### src/rtl/regfile_wb_seq_pkg.sv
// Shared types and constants for the register-file writeback sequencer.
// Holds the FSM state encoding and the fixed init-register indices.
package regfile_wb_seq_pkg;

    localparam int unsigned RegIdxW = 5;
    localparam int unsigned DataW   = 32;
    localparam int unsigned NumRegs = 1 << RegIdxW;

    typedef logic [RegIdxW-1:0] reg_idx_t;
    typedef logic [DataW-1:0]   reg_data_t;

    localparam reg_idx_t RegZero = 5'd0;
    localparam reg_idx_t RegSp   = 5'd2;
    localparam reg_idx_t RegBp   = 5'd8;

    typedef enum logic [1:0] {
        StInitSp,
        StInitBp,
        StRun
    } state_e;

endpackage

### src/rtl/regfile_wb_seq_if.sv
// Writeback request bus: NREQ requesters, each offering (rd, data) under valid/ready.
// The master side drives requests; the sequencer (slave) returns the grants.
interface regfile_wb_seq_if
    import regfile_wb_seq_pkg::*;
#(
    parameter int unsigned NREQ = 3
) ();

    logic [NREQ-1:0]         req_valid;
    logic [NREQ*RegIdxW-1:0] req_rd;
    logic [NREQ*DataW-1:0]   req_data;
    logic [NREQ-1:0]         req_ready;

    modport master (
        output req_valid,
        output req_rd,
        output req_data,
        input  req_ready
    );

    modport slave (
        input  req_valid,
        input  req_rd,
        input  req_data,
        output req_ready
    );

endinterface

### src/rtl/regfile_wb_seq_rr_arbiter.sv
// Round-robin arbiter with one-hot combinational grant.
// Search starts at the index after the last winner; the pointer resets to index 0.
module rr_arbiter #(
    parameter int unsigned N = 3
) (
    input  logic         CLK,
    input  logic         RST_X,
    input  logic [N-1:0] req,
    input  logic         update,
    output logic [N-1:0] grant
);

    localparam int unsigned PtrW = (N > 1) ? $clog2(N) : 1;

    logic [PtrW-1:0] ptr_q;
    logic [PtrW-1:0] win_idx;
    logic [N-1:0]    hi_req;
    logic [N-1:0]    sel_req;

    // Requests at or above the pointer take priority; otherwise wrap to the lowest request.
    always_comb begin
        hi_req = '0;
        for (int i = 0; i < N; i++) begin
            hi_req[i] = req[i] && (PtrW'(i) >= ptr_q);
        end
        sel_req = (|hi_req) ? hi_req : req;
        grant   = '0;
        win_idx = '0;
        for (int i = N - 1; i >= 0; i--) begin
            if (sel_req[i]) begin
                grant      = '0;
                grant[i]   = 1'b1;
                win_idx    = PtrW'(i);
            end
        end
    end

    always_ff @(posedge CLK or posedge RST_X) begin
        if (RST_X) begin
            ptr_q <= '0;
        end else if (update && (|grant)) begin
            ptr_q <= (win_idx == PtrW'(N - 1)) ? '0 : win_idx + 1'b1;
        end
    end

endmodule

### src/rtl/regfile_wb_seq.sv
// Register-file writeback sequencer: initialises x2/x8, then arbitrates writeback
// requests round-robin and tracks pending writes for hazard detection.
module regfile_wb_seq
    import regfile_wb_seq_pkg::*;
#(
    parameter int unsigned NREQ    = 3,
    parameter logic [31:0] SP_INIT = 32'hff00,
    parameter logic [31:0] BP_INIT = 32'hff00
) (
    input  logic              CLK,
    input  logic              RST_X,
    regfile_wb_seq_if.slave   wb,
    input  logic              iss_valid,
    input  reg_idx_t          iss_rd,
    input  reg_idx_t          q_rs1,
    input  reg_idx_t          q_rs2,
    output logic              hazard,
    output logic              wr_regfile,
    output reg_data_t         wr_regfile_data,
    output reg_idx_t          rd,
    output logic              init_done
);

    state_e               state_q;
    logic                 run;
    logic [NREQ-1:0]      req_masked;
    logic [NREQ-1:0]      grant;
    logic                 gnt_any;
    reg_idx_t             win_rd;
    reg_data_t            win_data;
    logic [NumRegs-1:0]   busy_q;
    logic [NumRegs-1:0]   busy_d;

    assign run        = (state_q == StRun);
    assign req_masked = run ? wb.req_valid : '0;
    assign gnt_any    = |grant;
    assign wb.req_ready = grant;

    rr_arbiter #(
        .N (NREQ)
    ) u_arb (
        .CLK    (CLK),
        .RST_X  (RST_X),
        .req    (req_masked),
        .update (run),
        .grant  (grant)
    );

    always_comb begin
        win_rd   = RegZero;
        win_data = '0;
        for (int unsigned i = 0; i < NREQ; i++) begin
            if (grant[i]) begin
                win_rd   = wb.req_rd[i*RegIdxW +: RegIdxW];
                win_data = wb.req_data[i*DataW +: DataW];
            end
        end
    end

    always_ff @(posedge CLK or posedge RST_X) begin
        if (RST_X) begin
            state_q         <= StInitSp;
            wr_regfile      <= 1'b0;
            rd              <= RegZero;
            wr_regfile_data <= '0;
            init_done       <= 1'b0;
        end else begin
            case (state_q)
                StInitSp: begin
                    wr_regfile      <= 1'b1;
                    rd              <= RegSp;
                    wr_regfile_data <= SP_INIT;
                    state_q         <= StInitBp;
                end
                StInitBp: begin
                    wr_regfile      <= 1'b1;
                    rd              <= RegBp;
                    wr_regfile_data <= BP_INIT;
                    state_q         <= StRun;
                    init_done       <= 1'b1;
                end
                StRun: begin
                    // x0 writes are accepted from the requester but never reach the file.
                    wr_regfile <= gnt_any && (win_rd != RegZero);
                    if (gnt_any) begin
                        rd              <= win_rd;
                        wr_regfile_data <= win_data;
                    end
                end
                default: begin
                    wr_regfile <= 1'b0;
                    state_q    <= StInitSp;
                end
            endcase
        end
    end

    // Issue is applied after the clear so a same-cycle set/clear leaves the bit set.
    always_comb begin
        busy_d = busy_q;
        if (gnt_any) begin
            busy_d[win_rd] = 1'b0;
        end
        if (run && iss_valid && (iss_rd != RegZero)) begin
            busy_d[iss_rd] = 1'b1;
        end
        busy_d[0] = 1'b0;
    end

    always_ff @(posedge CLK or posedge RST_X) begin
        if (RST_X) begin
            busy_q <= '0;
        end else begin
            busy_q <= busy_d;
        end
    end

    assign hazard = busy_q[q_rs1] | busy_q[q_rs2];

endmodule

### src/flat_wrapper.sv
// flat-port wrapper written by rule: the top's interface ports become plain ports
module regfile_wb_seq_flat import regfile_wb_seq_pkg::*;
#(
    parameter int unsigned NREQ    = 3,
    parameter logic [31:0] SP_INIT = 32'hff00,
    parameter logic [31:0] BP_INIT = 32'hff00
)
  (CLK, RST_X, iss_valid, iss_rd, q_rs1, q_rs2, hazard, wr_regfile, wr_regfile_data, rd, init_done, wb_req_valid, wb_req_rd, wb_req_data, wb_req_ready);
  regfile_wb_seq_if #(.NREQ(NREQ)) wb_i ();
  input  logic CLK;
  input  logic RST_X;
  input  logic iss_valid;
  input  reg_idx_t iss_rd;
  input  reg_idx_t q_rs1;
  input  reg_idx_t q_rs2;
  output logic hazard;
  output logic wr_regfile;
  output reg_data_t wr_regfile_data;
  output reg_idx_t rd;
  output logic init_done;
  input wire logic [$bits(wb_i.req_valid)-1:0] wb_req_valid;
  input wire logic [$bits(wb_i.req_rd)-1:0] wb_req_rd;
  input wire logic [$bits(wb_i.req_data)-1:0] wb_req_data;
  output wire logic [$bits(wb_i.req_ready)-1:0] wb_req_ready;
  assign wb_i.req_valid = wb_req_valid;
  assign wb_i.req_rd = wb_req_rd;
  assign wb_i.req_data = wb_req_data;
  assign wb_req_ready = wb_i.req_ready;
  regfile_wb_seq #(.NREQ(NREQ), .SP_INIT(SP_INIT), .BP_INIT(BP_INIT)) u_core (.CLK(CLK), .RST_X(RST_X), .wb(wb_i), .iss_valid(iss_valid), .iss_rd(iss_rd), .q_rs1(q_rs1), .q_rs2(q_rs2), .hazard(hazard), .wr_regfile(wr_regfile), .wr_regfile_data(wr_regfile_data), .rd(rd), .init_done(init_done));
endmodule
### config.mk
export PLATFORM = sky130hd
export DESIGN_NAME = regfile_wb_seq_flat
export DESIGN_NICKNAME = d
export VERILOG_FILES = /design/src/rtl/regfile_wb_seq_pkg.sv /design/src/rtl/regfile_wb_seq_if.sv /design/src/rtl/regfile_wb_seq_rr_arbiter.sv /design/src/rtl/regfile_wb_seq.sv /design/src/flat_wrapper.sv
export SDC_FILE = /design/constraint.sdc
export NUM_CORES = 1
export LEC_CHECK = 0
export BUFFER_PORTS_ARGS = -buffer_cell sky130_fd_sc_hd__clkbuf_2
export CAP_MARGIN = 20
export CORE_AREA = 8 8 128 130
export CTS_BUF_LIST = sky130_fd_sc_hd__clkbuf_8
export DETAILED_ROUTE_END_ITERATION = 7
export DIE_AREA = 0 0 136 138
export SYNTH_ARGS = -nofsm -noshare
export SYNTH_HDL_FRONTEND = slang
export SYNTH_SLANG_ARGS = --single-unit
### constraint.sdc
create_clock -name CLK -period 3.3 [get_ports CLK]
set_clock_uncertainty 0.2 [all_clocks]
set_input_delay 0.33 -clock CLK [delete_from_list [all_inputs] [get_ports CLK]]
set_output_delay 0.33 -clock CLK [all_outputs]
set_load 0.03 [all_outputs]
# ---- After elaboration in Yosys (flattened, before gate mapping)
# Cells that the tools add are included.
dict set report classes {
  n_addsub 1
  magnitude_cmp 9
  eq_ne 4
  n_mux 31
  bitwise_logic 4
  reduce_logical 19
}
# op n
set op_table {}
lappend op_table {{32-bit 2-to-1 mux} 6}
lappend op_table {{32-bit case mux with 2 select lines} 1}
lappend op_table {{32-bit bitwise AND} 1}
lappend op_table {{32-bit NOT} 1}
lappend op_table {{32-bit OR} 1}
lappend op_table {{5-bit by 6-bit < comparator with 1-bit output (second input constant)} 4}
lappend op_table {{5-bit 2-to-1 mux} 4}
lappend op_table {{3-bit 2-to-1 mux} 5}
lappend op_table {{5-bit case mux with 3 select lines} 1}
lappend op_table {{1-bit binary-select mux with 5-bit select} 2}
lappend op_table {{1-bit demux with 5-bit select} 2}
lappend op_table {{5-bit by 1-bit >= comparator with 1-bit output (second input constant)} 2}
lappend op_table {{5-bit nonzero test} 2}
lappend op_table {{1-bit logical AND} 9}
lappend op_table {{2-bit 2-to-1 mux} 4}
lappend op_table {{2-bit case mux with 3 select lines} 1}
lappend op_table {{3-bit OR reduction} 2}
lappend op_table {{2-bit equality test (second input constant)} 2}
lappend op_table {{1-bit by 2-bit >= comparator with 1-bit output (first input constant)} 2}
lappend op_table {{1-bit 2-to-1 mux} 4}
lappend op_table {{2-bit AND reduction} 2}
lappend op_table {{3-bit nonzero test} 1}
lappend op_table {{2-bit by 1-bit adder with 2-bit output (second input constant)} 1}
lappend op_table {{2-bit by 1-bit equality test with 1-bit output (second input constant)} 1}
lappend op_table {{other kinds (7)} 7}
dict set report word_totals {
  reg_bits 74
  inputBits 132
}

# ---- Longest topological paths before layout
dict set report depth {
  ltp_word 20
  ltp_mapped 11
  ltp_nobuf 9
}

# ---- Cells and area by module
# From an unflattened synthesis, not the netlist that was laid out.
dict set report hier_totals {
  hier_cells 479
  hier_area_um2 4375.4
}
# module n_inst cells_per_inst area_each_um2
set by_module_without_submodules {}
lappend by_module_without_submodules {regfile_wb_seq 1 455 4199.0}
lappend by_module_without_submodules {rr_arbiter 1 24 176.4}

# ---- Worst setup path after synthesis
# OpenSTA, ideal clock, no wires.
dict set report synth_timing {
  path_kind {input-to-output}
  from {in q_rs1[0]}
  to {out hazard}
  arrival_time_ns 2.083
  path_slack_ns 0.687
  path_stages 5
  n_path_buf 1
  cell_sequence {clkbuf_1 mux4_2 mux4_2 mux2i_1 nand2_1}
}
dict set report synth_between {
  elab_chain_cells 3
}
# element line
set synth_lines {}
lappend synth_lines {{from (decl)} flat_wrapper.sv:14} ;# input reg_idx_t q_rs1;
lappend synth_lines {{1-bit binary-select mux with 5-bit select} regfile_wb_seq.sv:118} ;# assign hazard = busy_q[q_rs1] | busy_q[q_rs2];
lappend synth_lines {{1-bit 2-to-1 mux (not written as such)} regfile_wb_seq.sv:118}
lappend synth_lines {{1-bit OR} regfile_wb_seq.sv:118}
lappend synth_lines {{to (decl)} flat_wrapper.sv:16} ;# output logic hazard;
# Every way passes these cells. The select of a mux whose other input is x is not followed.

# ---- Worst setup path in the final report
dict set report layout_timing {
  from {reg u_core.state_q[0]}
  to {reg u_core.wr_regfile_data[16]}
}
dict set report layout_between {
  elab_chain_cells 12
  elab_cells_between_ends 22
  cone_classes {eq/ne: 3; mux: 10; reduce/logical: 9}
}
# element line
set layout_lines {}
lappend layout_lines {{from (decl)} regfile_wb_seq.sv:24} ;# state_e state_q;
lappend layout_lines {{from (signal assigned)} regfile_wb_seq.sv:62} ;# state_q <= StInitSp;
lappend layout_lines {{from (signal assigned)} regfile_wb_seq.sv:73} ;# state_q <= StInitBp;
lappend layout_lines {{from (signal assigned)} regfile_wb_seq.sv:79} ;# state_q <= StRun;
lappend layout_lines {{2-bit equality test} {regfile_wb_seq.sv:34, regfile_wb_seq.sv:68}}
lappend layout_lines {{3-bit 2-to-1 mux} regfile_wb_seq.sv:35} ;# assign req_masked = run ? wb.req_valid : '0;
lappend layout_lines {{1-bit logical AND} regfile_wb_seq_rr_arbiter.sv:24} ;# hi_req[i] = req[i] && (PtrW'(i) >= ptr_q);
lappend layout_lines {{3-bit OR reduction} regfile_wb_seq_rr_arbiter.sv:26} ;# sel_req = (|hi_req) ? hi_req : req;
lappend layout_lines {{3-bit 2-to-1 mux} regfile_wb_seq_rr_arbiter.sv:26}
lappend layout_lines {{3-bit 2-to-1 mux (2 in a row)} regfile_wb_seq_rr_arbiter.sv:30} ;# if (sel_req[i]) begin
lappend layout_lines {{32-bit 2-to-1 mux (3 in a row)} regfile_wb_seq.sv:53} ;# if (grant[i]) begin
lappend layout_lines {{32-bit 2-to-1 mux} regfile_wb_seq.sv:85} ;# if (gnt_any) begin
lappend layout_lines {{32-bit case mux with 2 select lines} regfile_wb_seq.sv:68} ;# case (state_q)
lappend layout_lines {{to (signal assigned)} regfile_wb_seq.sv:87} ;# wr_regfile_data <= win_data;
lappend layout_lines {{to (decl)} regfile_wb_seq.sv:19} ;# output reg_data_t wr_regfile_data,
# Parallel ways exist; a longest one is shown, timed or not. The select of a mux whose other input is x is not followed.
# A chain may end at the register's enable or synchronous reset.

==> qor.csv <==
metric,value,unit
Max VDD drop,0.263,mV
GR Layer Usage met3,0.0525,
"delay-heaviest family, CP",buffers and inverters,
status,"complete, no violations",
final period utilization,0.916,
WHS,0.0263,ns
CP peak stage delay,0.56,ns
Area Growth Syn to Fin,42.1,%
dpl hpwl,12400,µm
Worst-path clk slew,0.07,ns
synthesized area,4200,µm²
largest family of logic cells by synthesized area,compound AO/OA/AOI/OAI gates,
crit-path cells,inv_1 > ha_1 > nand3_1 > nor2_2 > buf_4 > a222oi_1 > nand2_1 > dlygate4sd3_1,
Vias/cell,5.39,
adder-cell area share of the yosys netlist,0.0119,
DR DRC count,0,
"FFs w/ async S/R, synth",1.00,
Die X,136,µm
"most common cell after layout, fill and taps aside",clkbuf_2,
"area leader, netlist",dfrtp_1,
max_cap viols,0,
grt met2 use,0.292,
Pleak,2.90,nW
Least-Margin Pin Slew,0.829,ns
Final Non-Filler Cells,830,
CTS tree,built,
Final Net Count,779,
synth top area cells,"dfrtp_1, nand2_1, mux4_2",
Avg Inst Size Synth,9.94,µm²
#FFs+latches synth,74,
slowest library cell on the worst path,dlygate4sd3_1,
Compound-Gate Fraction of Synth Area,0.210,
startpoint types,flop,
Die Ht,138,µm
Yosys cell types,48,
"Hold Vio Cnt, Final",0,
"Slew Viols, Final",0,
global route hottest layer,met2,
Total Routed Length,16600,µm
Core Area,14300,µm²
CP required,3.39,ns
top-area cell type share of the netlist area,0.441,
"Net Count, Synth",558,
Tot GR Track Use,0.177,
gpl congestion,0.829,
post-synthesis mux area share,0.112,
clk sink count,74,
achievable frequency,0.331,GHz
sequential cell area fraction in the yosys report,0.441,
deepest clock path buffer count,2,
# H-tree levels,3,
Hold Path Class,in -> reg,
Post-synth EDFFs,0,
Post-Synth Simple-Gate Area,0.192,
setup bufs post-CTS,0,
largest net degree at the start of global routing,43,
share of layout cells above drive strength 1,0.364,
initial core utilization,0.293,
Tmin final,3.02,ns
post-route setup TNS,0,ns
Post-DRT Antenna Nets,0,
RSZ-0062 raised after global routing,false,
Critical Path End Type,flop,
Die Footprint,18800,µm²
crit path buf inv count,3,
Mapped Cells,422,
"commonest non-fill, non-tap cells in the layout","clkbuf_2, nand2_1, dfrtp_1",
XOR/XNOR Fraction of Synth Area,0,
Iter 0 DRT Violations,394,
Ports,175,
PortBufs,174,
vias post-DR,4472,
Core Rows,44,
CTS buffer count,9,
M1 GR Usage,0.206,
WP data arrival,3.11,ns
Pwr Density,515,nW/µm²
Clock Latency Late Sink,0.35,ns
vias in the first global route,4784,
global-route wire length before repair,26300,µm
worst-path maximum fanout,33,
yosys warns,0,
Slew Limit Headroom,0.447,
clk root buf,clkbuf_8,
initial antenna violation count,0,
fill cell count,1386,
# diodes,0,
drt wl/cell,20.0,µm
"Top FF cell, synth",dfrtp_1,
drt first pass iters,7,
critical path class,reg -> reg,
placed insts,766,
gr ovfl total,0,
final setup vio count,0,
-- cell usage after synthesis, types with 3 or more instances --
master / n
a222oi_1: 24
a221oi_1: 8
nor3b_1: 3
mux2i_1: 3
mux4_2: 18
o21ai_1: 8
dfrtp_1: 74
and2_1: 3
inv_1: 5
and3_1: 4
clkbuf_1: 13
nand2_1: 129
nand4_1: 3
ha_1: 4
o21ai_0: 5
or3b_1: 3
buf_2: 8
nor2_1: 20
nand3b_1: 4
o31ai_1: 27
mux2_2: 3
nand3_1: 3
o2111ai_1: 3
o211ai_2: 4
a21oi_1: 10
-- kinds of logic after synthesis --
family	after synthesis
AO/OA/AOI/OAI	104
adder cells (fa/ha/maj)	4
buffers and inverters	31
flip-flops	74
multiplexers	24
AND/OR/NAND/NOR	185
-- state kept, by name, summed over array words and instances (netlist names) --
signal,count
u_core.init_done,1
u_core.state_q,2
u_core.rd,5
u_core.u_arb.ptr_q,2
u_core.wr_regfile_data,32
u_core.wr_regfile,1
u_core.busy_q,31
-- path summary, 6_finish.rpt --
path                       cells past startpoint                           from                                     end  slack [ns]
setup / recovery                               8  u_core.state_q[0]$_DFFE_PP0P_  u_core.wr_regfile_data[16]$_DFFE_PP0P_        0.28
hold / removal                                 3                wb_req_data[39]   u_core.wr_regfile_data[7]$_DFFE_PP0P_        0.03
setup reg to reg                               8  u_core.state_q[0]$_DFFE_PP0P_  u_core.wr_regfile_data[16]$_DFFE_PP0P_        0.28
hold reg to reg                                1   u_core.init_done$_DFFE_PP0P_            u_core.init_done$_DFFE_PP0P_        0.27
max in group asynchronous                      4                          RST_X              u_core.busy_q[1]$_DFF_PP0_        1.77
min in group asynchronous                      3                          RST_X   u_core.wr_regfile_data[9]$_DFFE_PP0P_        0.43
-- per-layer routing --
layer,wire length (µm),share of wire,vias to the layer above
li1,-,-,2036
met1,6450,0.39,2156
met2,8190,0.49,247
met3,1470,0.088,33
met4,497,0.030,0
met5,0,0,-
-- layout make-up --
class	instances	area (µm²)	area share
sequential	74	1850	0.311
multi-input combinational	317	2210	0.371
clock inverter	2	12.5	0.00210
inverter	6	22.5	0.00378
timing repair buffer	235	1470	0.246
clock buffer	12	165	0.0277
tap	184	230	0.0386
-- power breakdown --
| group | internal, mW | total (mW) | switching [mW] |
|---|---|---|---|
| registers | 1.11 | 1.31 | 0.199 |
| clock network | 0.325 | 0.654 | 0.329 |
| logic | 0.496 | 1.10 | 0.606 |
-- metrics by stage --
step	instance area [µm²]	utilization	power, mW	setup slack (ns)
floorplan	4200	-	1.94	0.687
global placement	5280	0.369	2.32	0.762
detailed placement	5280	0.369	2.34	0.679
CTS	5960	0.416	3.08	0.376
global route	5960	0.416	3.23	0.124
finish	5960	0.416	3.07	0.277
-- tightest hold or removal path: cells and delay by family --
kind                   cells  cell delay (ns)
buffers and inverters      1             0.09
AO/OA/AOI/OAI              1             0.06
AND/OR/NAND/NOR            1             0.06
-- what timing repair did --
action | CTS | global route
resized for setup | 0 | 0
hold buffers | 50 | 0
hold endpoints to repair | 64 | 0
Power figures use the tool's default switching activity.
